**src/rtl/ntps_cfg_pkg.sv**
```systemverilog
// Shared definitions for the ntps_cfg_regs AXI4-Lite configuration block:
// bus widths, register byte offsets, reset values, response codes,
// FSM state encodings and the address decoder.
package ntps_cfg_pkg;

    localparam int unsigned DATA_W = 32;
    localparam int unsigned STRB_W = DATA_W / 8;
    localparam int unsigned RESP_W = 2;
    localparam int unsigned CFG1_W = 4;
    localparam int unsigned WORD_W = 30;

    // Register byte offsets
    localparam logic [7:0] OFF_VERSION = 8'h00;
    localparam logic [7:0] OFF_CTRL0   = 8'h04;
    localparam logic [7:0] OFF_CTRL1   = 8'h08;
    localparam logic [7:0] OFF_CTRL2   = 8'h0C;
    localparam logic [7:0] OFF_SCRATCH = 8'h10;

    // Reset values reproduce the constants these registers replaced
    localparam logic              RST_CFG0    = 1'b0;
    localparam logic [CFG1_W-1:0] RST_CFG1    = 4'h0;
    localparam logic              RST_CFG2    = 1'b0;
    localparam logic [DATA_W-1:0] RST_SCRATCH = 32'h0000_0000;

    localparam logic [RESP_W-1:0] RESP_OKAY   = 2'b00;
    localparam logic [RESP_W-1:0] RESP_SLVERR = 2'b10;

    typedef enum logic [1:0] {
        W_IDLE,
        W_HAVE_ADDR,
        W_HAVE_DATA,
        W_RESP
    } wr_state_e;

    typedef enum logic {
        R_IDLE,
        R_DATA
    } rd_state_e;

    typedef enum logic [2:0] {
        SEL_VERSION,
        SEL_CTRL0,
        SEL_CTRL1,
        SEL_CTRL2,
        SEL_SCRATCH,
        SEL_NONE
    } reg_sel_e;

    // Map a 32-bit word index (byte address >> 2) to a register select
    function automatic reg_sel_e decode_addr(input logic [WORD_W-1:0] word);
        reg_sel_e sel;
        sel = SEL_NONE;
        if      (word == WORD_W'(OFF_VERSION[7:2])) sel = SEL_VERSION;
        else if (word == WORD_W'(OFF_CTRL0[7:2]))   sel = SEL_CTRL0;
        else if (word == WORD_W'(OFF_CTRL1[7:2]))   sel = SEL_CTRL1;
        else if (word == WORD_W'(OFF_CTRL2[7:2]))   sel = SEL_CTRL2;
        else if (word == WORD_W'(OFF_SCRATCH[7:2])) sel = SEL_SCRATCH;
        return sel;
    endfunction

endpackage

```
**src/rtl/ntps_cfg_regs_if.sv**
```systemverilog
// AXI4-Lite slave bus bundle for ntps_cfg_regs.
// master: drives aw*/w*/ar* payload+valid and bready/rready.
// slave : drives awready/wready/arready and the b*/r* response channels.
interface ntps_cfg_regs_if #(
    parameter int unsigned ADDR_W = 8
);
    import ntps_cfg_pkg::*;

    logic [ADDR_W-1:0] awaddr;
    logic              awvalid;
    logic              awready;
    logic [DATA_W-1:0] wdata;
    logic [STRB_W-1:0] wstrb;
    logic              wvalid;
    logic              wready;
    logic [RESP_W-1:0] bresp;
    logic              bvalid;
    logic              bready;
    logic [ADDR_W-1:0] araddr;
    logic              arvalid;
    logic              arready;
    logic [DATA_W-1:0] rdata;
    logic [RESP_W-1:0] rresp;
    logic              rvalid;
    logic              rready;

    modport master (
        output awaddr, awvalid, wdata, wstrb, wvalid, bready, araddr, arvalid, rready,
        input  awready, wready, bresp, bvalid, arready, rdata, rresp, rvalid
    );

    modport slave (
        input  awaddr, awvalid, wdata, wstrb, wvalid, bready, araddr, arvalid, rready,
        output awready, wready, bresp, bvalid, arready, rdata, rresp, rvalid
    );

endinterface

```
**src/rtl/ntps_cfg_regs.sv**
```systemverilog
// ntps_cfg_regs: AXI4-Lite register block replacing hardwired tie-offs.
// Ports:
//   clk, areset_n   clock and asynchronous active-low reset
//   s_axi           AXI4-Lite slave (ntps_cfg_regs_if.slave)
//   cfg_dout0/1/2   register-driven configuration outputs
// Map: 0x00 VERSION (RO), 0x04 CTRL0[0], 0x08 CTRL1[3:0], 0x0C CTRL2[0],
//      0x10 SCRATCH (32-bit, byte strobes). Anything else -> SLVERR.
module ntps_cfg_regs
    import ntps_cfg_pkg::*;
#(
    parameter logic [31:0] CORE_VERSION = 32'h0001_0000,
    parameter int unsigned ADDR_W       = 8
) (
    input  logic              clk,
    input  logic              areset_n,
    ntps_cfg_regs_if.slave    s_axi,
    output logic              cfg_dout0,
    output logic [CFG1_W-1:0] cfg_dout1,
    output logic              cfg_dout2
);

    wr_state_e w_state_q, w_state_nxt;
    rd_state_e r_state_q, r_state_nxt;

    logic              awready_q, wready_q, bvalid_q;
    logic [RESP_W-1:0] bresp_q;
    logic              arready_q, rvalid_q;
    logic [DATA_W-1:0] rdata_q;
    logic [RESP_W-1:0] rresp_q;
    logic [DATA_W-1:0] scratch_q;

    // Half of a write captured while waiting for the other channel
    logic [WORD_W-1:0] wr_word_q;
    logic [DATA_W-1:0] wr_data_q;
    logic [STRB_W-1:0] wr_strb_q;

    logic              do_write_c, latch_addr_c, latch_data_c;
    logic [WORD_W-1:0] wr_word_c, aw_word_c, ar_word_c;
    logic [DATA_W-1:0] wr_data_c, rd_mux_c;
    logic [STRB_W-1:0] wr_strb_c;
    logic              aw_hs_c, w_hs_c, ar_hs_c;
    reg_sel_e          wr_sel_c, rd_sel_c;
    logic              unused_addr_lsb_c;

    assign aw_word_c = WORD_W'(s_axi.awaddr[ADDR_W-1:2]);
    assign ar_word_c = WORD_W'(s_axi.araddr[ADDR_W-1:2]);
    assign unused_addr_lsb_c = ^{s_axi.awaddr[1:0], s_axi.araddr[1:0]};

    assign aw_hs_c = s_axi.awvalid && awready_q;
    assign w_hs_c  = s_axi.wvalid  && wready_q;
    assign ar_hs_c = s_axi.arvalid && arready_q;

    assign s_axi.awready = awready_q;
    assign s_axi.wready  = wready_q;
    assign s_axi.bvalid  = bvalid_q;
    assign s_axi.bresp   = bresp_q;
    assign s_axi.arready = arready_q;
    assign s_axi.rvalid  = rvalid_q;
    assign s_axi.rdata   = rdata_q;
    assign s_axi.rresp   = rresp_q;

    // Write FSM state register
    always_ff @(posedge clk or negedge areset_n) begin
        if (!areset_n) w_state_q <= W_IDLE;
        else           w_state_q <= w_state_nxt;
    end

    // Write FSM next state; merges live and latched halves on the second handshake
    always_comb begin
        w_state_nxt  = w_state_q;
        do_write_c   = 1'b0;
        latch_addr_c = 1'b0;
        latch_data_c = 1'b0;
        wr_word_c    = wr_word_q;
        wr_data_c    = wr_data_q;
        wr_strb_c    = wr_strb_q;
        case (w_state_q)
            W_IDLE: begin
                if (aw_hs_c && w_hs_c) begin
                    do_write_c  = 1'b1;
                    wr_word_c   = aw_word_c;
                    wr_data_c   = s_axi.wdata;
                    wr_strb_c   = s_axi.wstrb;
                    w_state_nxt = W_RESP;
                end else if (aw_hs_c) begin
                    latch_addr_c = 1'b1;
                    w_state_nxt  = W_HAVE_ADDR;
                end else if (w_hs_c) begin
                    latch_data_c = 1'b1;
                    w_state_nxt  = W_HAVE_DATA;
                end
            end
            W_HAVE_ADDR: begin
                if (w_hs_c) begin
                    do_write_c  = 1'b1;
                    wr_data_c   = s_axi.wdata;
                    wr_strb_c   = s_axi.wstrb;
                    w_state_nxt = W_RESP;
                end
            end
            W_HAVE_DATA: begin
                if (aw_hs_c) begin
                    do_write_c  = 1'b1;
                    wr_word_c   = aw_word_c;
                    w_state_nxt = W_RESP;
                end
            end
            W_RESP: begin
                if (s_axi.bready) w_state_nxt = W_IDLE;
            end
            default: w_state_nxt = W_IDLE;
        endcase
    end

    assign wr_sel_c = decode_addr(wr_word_c);

    // Handshake flags registered from the next state so they track it exactly
    always_ff @(posedge clk or negedge areset_n) begin
        if (!areset_n) begin
            awready_q <= 1'b1;
            wready_q  <= 1'b1;
            bvalid_q  <= 1'b0;
            bresp_q   <= RESP_OKAY;
        end else begin
            awready_q <= (w_state_nxt == W_IDLE) || (w_state_nxt == W_HAVE_DATA);
            wready_q  <= (w_state_nxt == W_IDLE) || (w_state_nxt == W_HAVE_ADDR);
            bvalid_q  <= (w_state_nxt == W_RESP);
            if (do_write_c) bresp_q <= (wr_sel_c == SEL_NONE) ? RESP_SLVERR : RESP_OKAY;
        end
    end

    // Capture whichever write channel arrives first
    always_ff @(posedge clk or negedge areset_n) begin
        if (!areset_n) begin
            wr_word_q <= '0;
            wr_data_q <= '0;
            wr_strb_q <= '0;
        end else begin
            if (latch_addr_c) wr_word_q <= aw_word_c;
            if (latch_data_c) begin
                wr_data_q <= s_axi.wdata;
                wr_strb_q <= s_axi.wstrb;
            end
        end
    end

    // Register file; CTRL bits need byte lane 0, SCRATCH honours every lane
    always_ff @(posedge clk or negedge areset_n) begin
        if (!areset_n) begin
            cfg_dout0 <= RST_CFG0;
            cfg_dout1 <= RST_CFG1;
            cfg_dout2 <= RST_CFG2;
            scratch_q <= RST_SCRATCH;
        end else if (do_write_c) begin
            case (wr_sel_c)
                SEL_CTRL0: if (wr_strb_c[0]) cfg_dout0 <= wr_data_c[0];
                SEL_CTRL1: if (wr_strb_c[0]) cfg_dout1 <= wr_data_c[CFG1_W-1:0];
                SEL_CTRL2: if (wr_strb_c[0]) cfg_dout2 <= wr_data_c[0];
                SEL_SCRATCH: begin
                    for (int unsigned i = 0; i < STRB_W; i++) begin
                        if (wr_strb_c[i]) scratch_q[8*i +: 8] <= wr_data_c[8*i +: 8];
                    end
                end
                default: ;
            endcase
        end
    end

    // Read FSM state register
    always_ff @(posedge clk or negedge areset_n) begin
        if (!areset_n) r_state_q <= R_IDLE;
        else           r_state_q <= r_state_nxt;
    end

    // Read FSM next state
    always_comb begin
        r_state_nxt = r_state_q;
        case (r_state_q)
            R_IDLE:  if (ar_hs_c) r_state_nxt = R_DATA;
            R_DATA:  if (s_axi.rready) r_state_nxt = R_IDLE;
            default: r_state_nxt = R_IDLE;
        endcase
    end

    assign rd_sel_c = decode_addr(ar_word_c);

    // Read mux sees pre-edge register values, so a colliding write is not visible
    always_comb begin
        rd_mux_c = '0;
        case (rd_sel_c)
            SEL_VERSION: rd_mux_c = CORE_VERSION;
            SEL_CTRL0:   rd_mux_c = DATA_W'(cfg_dout0);
            SEL_CTRL1:   rd_mux_c = DATA_W'(cfg_dout1);
            SEL_CTRL2:   rd_mux_c = DATA_W'(cfg_dout2);
            SEL_SCRATCH: rd_mux_c = scratch_q;
            default:     rd_mux_c = '0;
        endcase
    end

    // Read response registers, held until rready
    always_ff @(posedge clk or negedge areset_n) begin
        if (!areset_n) begin
            arready_q <= 1'b1;
            rvalid_q  <= 1'b0;
            rdata_q   <= '0;
            rresp_q   <= RESP_OKAY;
        end else begin
            arready_q <= (r_state_nxt == R_IDLE);
            rvalid_q  <= (r_state_nxt == R_DATA);
            if (ar_hs_c) begin
                rdata_q <= rd_mux_c;
                rresp_q <= (rd_sel_c == SEL_NONE) ? RESP_SLVERR : RESP_OKAY;
            end
        end
    end

endmodule

```
**src/flat_wrapper.sv**
```systemverilog
// flat-port wrapper written by rule: the top's interface ports become plain ports
module ntps_cfg_regs_flat import ntps_cfg_pkg::*;
#(
    parameter logic [31:0] CORE_VERSION = 32'h0001_0000,
    parameter int unsigned ADDR_W       = 8
)
  (clk, areset_n, cfg_dout0, cfg_dout1, cfg_dout2, s_axi_awaddr, s_axi_awvalid, s_axi_wdata, s_axi_wstrb, s_axi_wvalid, s_axi_bready, s_axi_araddr, s_axi_arvalid, s_axi_rready, s_axi_awready, s_axi_wready, s_axi_bresp, s_axi_bvalid, s_axi_arready, s_axi_rdata, s_axi_rresp, s_axi_rvalid);
  ntps_cfg_regs_if #(.ADDR_W(ADDR_W)) s_axi_i ();
  input  logic clk;
  input  logic areset_n;
  output logic cfg_dout0;
  output logic [CFG1_W-1:0] cfg_dout1;
  output logic cfg_dout2;
  input wire logic [$bits(s_axi_i.awaddr)-1:0] s_axi_awaddr;
  input wire logic [$bits(s_axi_i.awvalid)-1:0] s_axi_awvalid;
  input wire logic [$bits(s_axi_i.wdata)-1:0] s_axi_wdata;
  input wire logic [$bits(s_axi_i.wstrb)-1:0] s_axi_wstrb;
  input wire logic [$bits(s_axi_i.wvalid)-1:0] s_axi_wvalid;
  input wire logic [$bits(s_axi_i.bready)-1:0] s_axi_bready;
  input wire logic [$bits(s_axi_i.araddr)-1:0] s_axi_araddr;
  input wire logic [$bits(s_axi_i.arvalid)-1:0] s_axi_arvalid;
  input wire logic [$bits(s_axi_i.rready)-1:0] s_axi_rready;
  output wire logic [$bits(s_axi_i.awready)-1:0] s_axi_awready;
  output wire logic [$bits(s_axi_i.wready)-1:0] s_axi_wready;
  output wire logic [$bits(s_axi_i.bresp)-1:0] s_axi_bresp;
  output wire logic [$bits(s_axi_i.bvalid)-1:0] s_axi_bvalid;
  output wire logic [$bits(s_axi_i.arready)-1:0] s_axi_arready;
  output wire logic [$bits(s_axi_i.rdata)-1:0] s_axi_rdata;
  output wire logic [$bits(s_axi_i.rresp)-1:0] s_axi_rresp;
  output wire logic [$bits(s_axi_i.rvalid)-1:0] s_axi_rvalid;
  assign s_axi_i.awaddr = s_axi_awaddr;
  assign s_axi_i.awvalid = s_axi_awvalid;
  assign s_axi_i.wdata = s_axi_wdata;
  assign s_axi_i.wstrb = s_axi_wstrb;
  assign s_axi_i.wvalid = s_axi_wvalid;
  assign s_axi_i.bready = s_axi_bready;
  assign s_axi_i.araddr = s_axi_araddr;
  assign s_axi_i.arvalid = s_axi_arvalid;
  assign s_axi_i.rready = s_axi_rready;
  assign s_axi_awready = s_axi_i.awready;
  assign s_axi_wready = s_axi_i.wready;
  assign s_axi_bresp = s_axi_i.bresp;
  assign s_axi_bvalid = s_axi_i.bvalid;
  assign s_axi_arready = s_axi_i.arready;
  assign s_axi_rdata = s_axi_i.rdata;
  assign s_axi_rresp = s_axi_i.rresp;
  assign s_axi_rvalid = s_axi_i.rvalid;
  ntps_cfg_regs #(.CORE_VERSION(CORE_VERSION), .ADDR_W(ADDR_W)) u_core (.clk(clk), .areset_n(areset_n), .s_axi(s_axi_i), .cfg_dout0(cfg_dout0), .cfg_dout1(cfg_dout1), .cfg_dout2(cfg_dout2));
endmodule
```
**config.mk**
```make
export PLATFORM = sky130hd
export DESIGN_NAME = ntps_cfg_regs_flat
export DESIGN_NICKNAME = d
export VERILOG_FILES = /design/src/rtl/ntps_cfg_pkg.sv /design/src/rtl/ntps_cfg_regs_if.sv /design/src/rtl/ntps_cfg_regs.sv /design/src/flat_wrapper.sv
export SDC_FILE = /design/constraint.sdc
export NUM_CORES = 1
export LEC_CHECK = 0
export ABC_AREA = 1
export BUFFER_PORTS_ARGS = -buffer_cell sky130_fd_sc_hd__buf_4
export CAP_MARGIN = 30
export CORE_MARGIN = 1.5
export CORE_UTILIZATION = 35
export CTS_CLUSTER_SIZE = 16
export DETAILED_ROUTE_END_ITERATION = 8
export HOLD_SLACK_MARGIN = 0.06
export PLACE_DENSITY = 0.59
export SETUP_SLACK_MARGIN = 0.1
export SKIP_LAST_GASP = 1
export SLEW_MARGIN = 20
export SYNTH_ARGS = -nofsm -noshare
export SYNTH_HDL_FRONTEND = slang
export SYNTH_SLANG_ARGS = --single-unit
```
**constraint.sdc**
```tcl
create_clock -name clk -period 3.7 [get_ports clk]
set_input_delay 0 -clock clk [delete_from_list [all_inputs] [get_ports clk]]
set_output_delay 0 -clock clk [all_outputs]
set_load 0.05 [all_outputs]
```
# Yosys cells after proc, flatten, opt, wreduce, memory -nomap -nowiden
# Cells that the tools add are included.
[totals] regBits=123 in_bits=59 out_inout_bits=47
[classes] n_eq_ne=24 mux=41 n_bitwise=2 n_reduce_logical=18
[ops] operator="32-bit one-hot mux with 5 select lines" n=1
[ops] operator="32-bit two-way mux" n=2
[ops] operator="32-bit one-hot mux with 2 select lines" n=1
[ops] operator="30-bit by 2-bit equality test with 1-bit output, second input constant" n=2
[ops] operator="30-bit zero test" n=2
[ops] operator="30-bit one-hot mux with 2 select lines" n=1
[ops] operator="30-bit by 1-bit equality test with 1-bit output, second input constant" n=1
[ops] operator="30-bit by 3-bit equality test with 1-bit output, second input constant" n=1
[ops] operator="3-bit two-way mux" n=8
[ops] operator="3-bit AND reduction" n=7
[ops] operator="2-bit two-way mux" n=8
[ops] operator="3-bit by 2-bit equality test with 1-bit output, second input constant" n=4
[ops] operator="3-bit equality test, second input constant" n=4
[ops] operator="6-bit by 2-bit equality test with 1-bit output, second input constant" n=2
[ops] operator="1-bit two-way mux" n=12
[ops] operator="6-bit two-way mux" n=2
[ops] operator="2-bit equality test, second input constant" n=4
[ops] operator="4-bit two-way mux" n=2
[ops] operator="2-bit one-hot mux with 4 select lines" n=1
[ops] operator="4-bit one-hot mux with 2 select lines" n=1
[ops] operator="3-bit by 1-bit equality test with 1-bit output, second input constant" n=2
[ops] operator="6-bit by 1-bit equality test with 1-bit output, second input constant" n=1
[ops] operator="6-bit by 3-bit equality test with 1-bit output, second input constant" n=1
[ops] operator="2-bit by 1-bit equality test with 1-bit output, second input constant" n=2
[ops] operator="other kinds (7)" n=13

# Logic depth before layout (Yosys ltp)
[logic_depth] depth_word=12 mapped_depth=12 depth_no_buf=12

# Least setup slack after synthesis
# No wires, ideal clock.
[synth_path] kind="reg-to-reg" from="register u_core.awready_q (netlist: u_core.s_axi.awready)" to="register u_core.scratch_q[10]" arrival_ns=1.878 t_required_ns=3.582 path_slack_ns=1.704 stages_incl_launch_ff=12 period_less_slack_ns=1.996 cell_sequence="dfstp_2 -> nand2_1 -> nor2_2 -> nand2_2 -> nand2_1 -> nand2_2 -> nand2_1 -> nand3_2 -> nor2_4 -> nand2_2 -> nand2_1 -> nand2_1"
[synth_between] elab_chain_len=12 word_cells_on_any_way=24
[synth_lines] element="start, declared" line="ntps_cfg_regs.sv:25" source="logic awready_q, wready_q, bvalid_q;"
[synth_lines] element="start signal, assigned" line="ntps_cfg_regs.sv:125" source="awready_q <= (w_state_nxt == W_IDLE) || (w_state_nxt == W_HAVE_DATA);"
[synth_lines] element="1-bit logical AND (*)" line="ntps_cfg_regs.sv:49" source="assign aw_hs_c = s_axi.awvalid && awready_q;"
[synth_lines] element="1-bit logical AND" line="ntps_cfg_regs.sv:79" source="if (aw_hs_c && w_hs_c) begin"
[synth_lines] element="6-bit two-way mux" line="ntps_cfg_regs.sv:79"
[synth_lines] element="30-bit one-hot mux with 2 select lines" line="ntps_cfg_regs.sv:77" source="case (w_state_q)"
[synth_lines] element="30-bit by 3-bit equality test with 1-bit output" line="ntps_cfg_pkg.sv:57" source="else if (word == WORD_W'(OFF_SCRATCH[7:2])) sel = SEL_SCRATCH;"
[synth_lines] element="1-bit two-way mux" line="ntps_cfg_pkg.sv:57"
[synth_lines] element="3-bit two-way mux" line="ntps_cfg_pkg.sv:56" source="else if (word == WORD_W'(OFF_CTRL2[7:2])) sel = SEL_CTRL2;"
[synth_lines] element="3-bit two-way mux" line="ntps_cfg_pkg.sv:55" source="else if (word == WORD_W'(OFF_CTRL1[7:2])) sel = SEL_CTRL1;"
[synth_lines] element="3-bit two-way mux" line="ntps_cfg_pkg.sv:54" source="else if (word == WORD_W'(OFF_CTRL0[7:2])) sel = SEL_CTRL0;"
[synth_lines] element="3-bit two-way mux" line="ntps_cfg_pkg.sv:53" source="if (word == WORD_W'(OFF_VERSION[7:2])) sel = SEL_VERSION;"
[synth_lines] element="3-bit equality test" line="ntps_cfg_regs.sv:155" source="case (wr_sel_c)"
[synth_lines] element="3-bit AND reduction (no source line)"
[synth_lines] element="end signal, assigned by index" line="ntps_cfg_regs.sv:161" source="if (wr_strb_c[i]) scratch_q[8*i +: 8] <= wr_data_c[8*i +: 8];"
[synth_lines] element="end, declared" line="ntps_cfg_regs.sv:30" source="logic [DATA_W-1:0] scratch_q;"
# Every way passes the cells marked *; elsewhere a longest branch is shown, timed or not.
# A chain may end at the register's enable or synchronous reset.

# Worst setup path in the final report
[layout_path] from="register u_core.wready_q (netlist: u_core.s_axi.wready)" to="register u_core.scratch_q[13]"
[layout_between] elab_chain_len=12 word_cells_on_any_way=25
[layout_lines] element="start, declared" line="ntps_cfg_regs.sv:25"
[layout_lines] element="start signal, assigned" line="ntps_cfg_regs.sv:126" source="wready_q <= (w_state_nxt == W_IDLE) || (w_state_nxt == W_HAVE_ADDR);"
[layout_lines] element="1-bit logical AND (*)" line="ntps_cfg_regs.sv:50" source="assign w_hs_c = s_axi.wvalid && wready_q;"
[layout_lines] element="1-bit logical AND" line="ntps_cfg_regs.sv:79"
[layout_lines] element="6-bit two-way mux" line="ntps_cfg_regs.sv:79"
[layout_lines] element="30-bit one-hot mux with 2 select lines" line="ntps_cfg_regs.sv:77"
[layout_lines] element="30-bit by 3-bit equality test with 1-bit output" line="ntps_cfg_pkg.sv:57"
[layout_lines] element="1-bit two-way mux" line="ntps_cfg_pkg.sv:57"
[layout_lines] element="3-bit two-way mux" line="ntps_cfg_pkg.sv:56"
[layout_lines] element="3-bit two-way mux" line="ntps_cfg_pkg.sv:55"
[layout_lines] element="3-bit two-way mux" line="ntps_cfg_pkg.sv:54"
[layout_lines] element="3-bit two-way mux" line="ntps_cfg_pkg.sv:53"
[layout_lines] element="3-bit equality test" line="ntps_cfg_regs.sv:155"
[layout_lines] element="3-bit AND reduction (no source line)"
# Marks and branches as above.

==> flow_metrics.env <==
export IMPL_outcome="finished clean"
export IMPL_synth_edf_count=0
export IMPL_max_freq_ghz=0.368
export IMPL_synthCells=548
export IMPL_tns_ps=0
export IMPL_period_share_pct=73.3
export IMPL_clock_latency_ps=410
export IMPL_wl_um=12400
export IMPL_core_area_mm2=0.0147
export IMPL_crit_path_end_kind="flop"
export IMPL_diodes=0
export IMPL_die_x_um=126
export IMPL_p_leak_uw=0.00399
export IMPL_grt_pass1_vias=4253
export IMPL_gp_congestion=0.776
export IMPL_dpl_hpwl_um=8130
export IMPL_first_pass_iters=4
export IMPL_ios=106
export IMPL_cts_resized=0
export IMPL_ys_warn_count=0
export IMPL_cpPeakStageDelay_ps=790
export IMPL_cts_buffers=17
export IMPL_grt_ovfl_total=0
export IMPL_grt_max_degree=122
export IMPL_vias_per_cell=4.65
export IMPL_drc=0
export IMPL_tritoncts="built"
export IMPL_clockBufferDepth=2
export IMPL_setup_violations=0
export IMPL_rsz0062_at_grt="no"
export IMPL_critical_path_class="reg -> reg"
export IMPL_finClkSkew_ps=7.09
export IMPL_synth_area_per_cell_um2=9.73
export IMPL_slew_headroom_pct=45.8
export IMPL_ys_async_sr_fraction_pct=100
export IMPL_portBuffers=99
export IMPL_cp_max_fo=30
export IMPL_cp_arrival_ps=3020
export IMPL_synth_ff_type="dfrtp_1"
export IMPL_dr_first_iter_drc_count=205
export IMPL_slew_violations=0
export IMPL_gr_usage_all_layers_pct=16.6
export IMPL_cp_required_ps=4000
export IMPL_clock_root_buffer="clkbuf_16"
export IMPL_path_common_cell="nand2_1"
export IMPL_ys_seq_area_share_pct=56.9
export IMPL_startpoint_type="flop"
export IMPL_clock_sinks=121
export IMPL_power_uw=5090
export IMPL_powerDensity_mw_per_mm2=680
export IMPL_path_clk_slew_ps=50
export IMPL_ant_nets=0
export IMPL_nNetsFinal=764
export IMPL_std_cell_rows=44
export IMPL_hold_path_class="in -> reg"
export IMPL_vdd_drop_max_v=0.000379
export IMPL_final_hold_violation_count=0
export IMPL_synthDistinctLibCells=31
export IMPL_vias=4192
export IMPL_slowest_stage="o21ai_1"
export IMPL_path_cells="nand2_1 > nor2_1 > nand2_2 > o21ai_1 > nand2_2 > nand2_1 > nand2_1"
export IMPL_syn_to_final_growth_pct=40.3
export IMPL_drt_wirelength_per_cell_um=13.7
export IMPL_endpoint="u_core.scratch_q[13]"
export IMPL_h_tree_depth=4
export IMPL_netlist_area_mm2=0.00533
export IMPL_rrSetupSlack_ps=990
export IMPL_period_minus_slack_ps=2710
export IMPL_start_util_pct=36.3
export IMPL_reg2reg_from="u_core.s_axi.wready"
export IMPL_grt_pass1_wl_um=20900
export IMPL_reg2reg_depth=7
export IMPL_cap_violations=0
export IMPL_drive_above_1_share_pct=25.9
export IMPL_die_area_mm2=0.0160
export IMPL_die_height_um=126
export IMPL_r2r_end="u_core.scratch_q[13]"
export IMPL_tightestPinTransition_ps=810
export IMPL_crit_start="u_core.s_axi.wready"
export IMPL_ys_ff_latch=121
export IMPL_antenna_found_initial=0
-- cell usage in the layout (no fill, tap or decap) --
cell type | Yosys | final
a21oi_2 | 1 | 1
o2111ai_1 | 1 | 1
nor2_2 | 1 | 2
o21ai_0 | 15 | 15
nand3b_1 | 24 | 24
dfrtp_1 | 118 | 118
nand3_2 | 1 | 1
nand4_1 | 3 | 3
o22ai_1 | 1 | 1
a22o_1 | 3 | 3
buf_12 | 0 | 2
buf_6 | 2 | 2
nor2_1 | 18 | 17
nor2_4 | 1 | 1
inv_1 | 32 | 32
nand3_1 | 36 | 36
conb_1 | 1 | 2
bufinv_16 | 0 | 5
buf_4 | 2 | 101
inv_2 | 3 | 3
o211ai_1 | 1 | 1
o21ai_2 | 1 | 1
clkbuf_16 | 0 | 17
dlygate4sd3_1 | 0 | 54
clkbuf_8 | 0 | 5
mux2i_1 | 27 | 27
nand2_2 | 8 | 9
clkbuf_1 | 8 | 3
a21oi_1 | 9 | 9
dfstp_2 | 3 | 3
mux2_2 | 31 | 31
o21ai_1 | 13 | 13
nand2_1 | 173 | 172
clkinv_2 | 0 | 2
nor3_1 | 1 | 1
-- how the worst min path moves through the flow --
| stage | start | endpoint | slack (ps) | cells after the start |
|---|---|---|---|---|
| floorplan | areset_n | u_core.cfg_dout0 | -300 | 0 |
| global placement | areset_n | u_core.wr_word_q[4] | 140 | 2 |
| detailed placement | areset_n | u_core.wr_word_q[5] | 150 | 2 |
| CTS | s_axi_araddr[4] | u_core.s_axi.rdata[2] | 60 | 6 |
| global route | s_axi_araddr[4] | u_core.s_axi.rdata[7] | 130 | 5 |
| finish | s_axi_araddr[4] | u_core.s_axi.rdata[7] | 90 | 5 |
-- worst max-delay path: cells and delay by family (launching register included) --
kind	cells	cell delay, ps
AND/OR/NAND/NOR	6	1260
AO/OA/AOI/OAI	1	790
flip-flops	1	530
-- metrics by stage --
step	std cells	util (%)	hold WS, ps	setup WS [ps]	area (um2)
2_1_floorplan	549	-	-296	1700	5340
3_3_place_gp	813	42.4	143	1060	6230
3_5_place_dp	814	42.5	152	1010	6240
4_1_cts	900	50.7	63.4	977	7450
5_1_grt	902	50.9	127	704	7480
6_report	902	50.9	90.7	986	7480
-- kinds of logic (layout without fill, tap and decap cells) --
logic type             count (synthesis)  after routing  synth area share, %
buffers and inverters                 57            226                 4.62
DFF                                  121            121                 56.9
muxes                                 58             58                 11.6
AOI/OAI and AO/OA                     45             45                 4.72
and+or+nand+nor                      266            266                 22.1
other                                  1              2               0.0703
-- cells in the mapped netlist (8+ instances only) --
cell,count,area share [%]
nand3b_1,24,3.4
dfrtp_1,118,55
a21oi_1,9,0.84
inv_1,32,2.3
mux2i_1,27,5.1
mux2_2,31,6.5
nor2_1,18,1.3
nand3_1,36,3.4
o21ai_0,15,1.4
nand2_2,8,0.94
clkbuf_1,8,0.56
buf_2,8,0.75
nand2_1,173,12
o21ai_1,13,1.2
-- layer usage --
| metal | GRT usage, % | wire length, um | vias to the layer above |
|---|---|---|---|
| met5 | 0 | 0 | - |
| met4 | 6.76 | 234 | 0 |
| met3 | 4.81 | 559 | 19 |
| met2 | 25.9 | 5700 | 87 |
| met1 | 21.9 | 5900 | 1974 |
| li1 | - | - | 2112 |
-- power breakdown --
part,switching (uW),internal (uW)
clock network,556,1280
logic,792,579
registers,189,1690
-- what timing repair did --
action,4_1_cts,5_1_grt
hold endpoints to repair,207,0
setup endpoints to repair,0,0
buffers inserted,0,0
hold buffers,54,0
-- area by class of cell --
cell class	instances	area, um2
fill	1372	7220
sequential	121	3030
multi-input combinational	371	2060
timing repair buffer	159	1360
clock buffer	25	505
tap	184	230
clock inverter	7	160
inverter	35	131
-- state kept, by name, summed over array words and instances (netlist names) --
name / flops
u_core.s_axi.bvalid: 1
u_core.s_axi.bresp: 1
u_core.wr_word_q: 6
u_core.s_axi.rdata: 32
u_core.cfg_dout2: 1
u_core.r_state_q: 1
u_core.wr_strb_q: 4
u_core.cfg_dout0: 1
u_core.s_axi.wready: 1
u_core.cfg_dout1: 4
u_core.scratch_q: 32
u_core.wr_data_q: 32
u_core.s_axi.rresp: 1
u_core.s_axi.arready: 1
u_core.s_axi.awready: 1
u_core.w_state_q: 2
(Power assumes the default switching activity.)
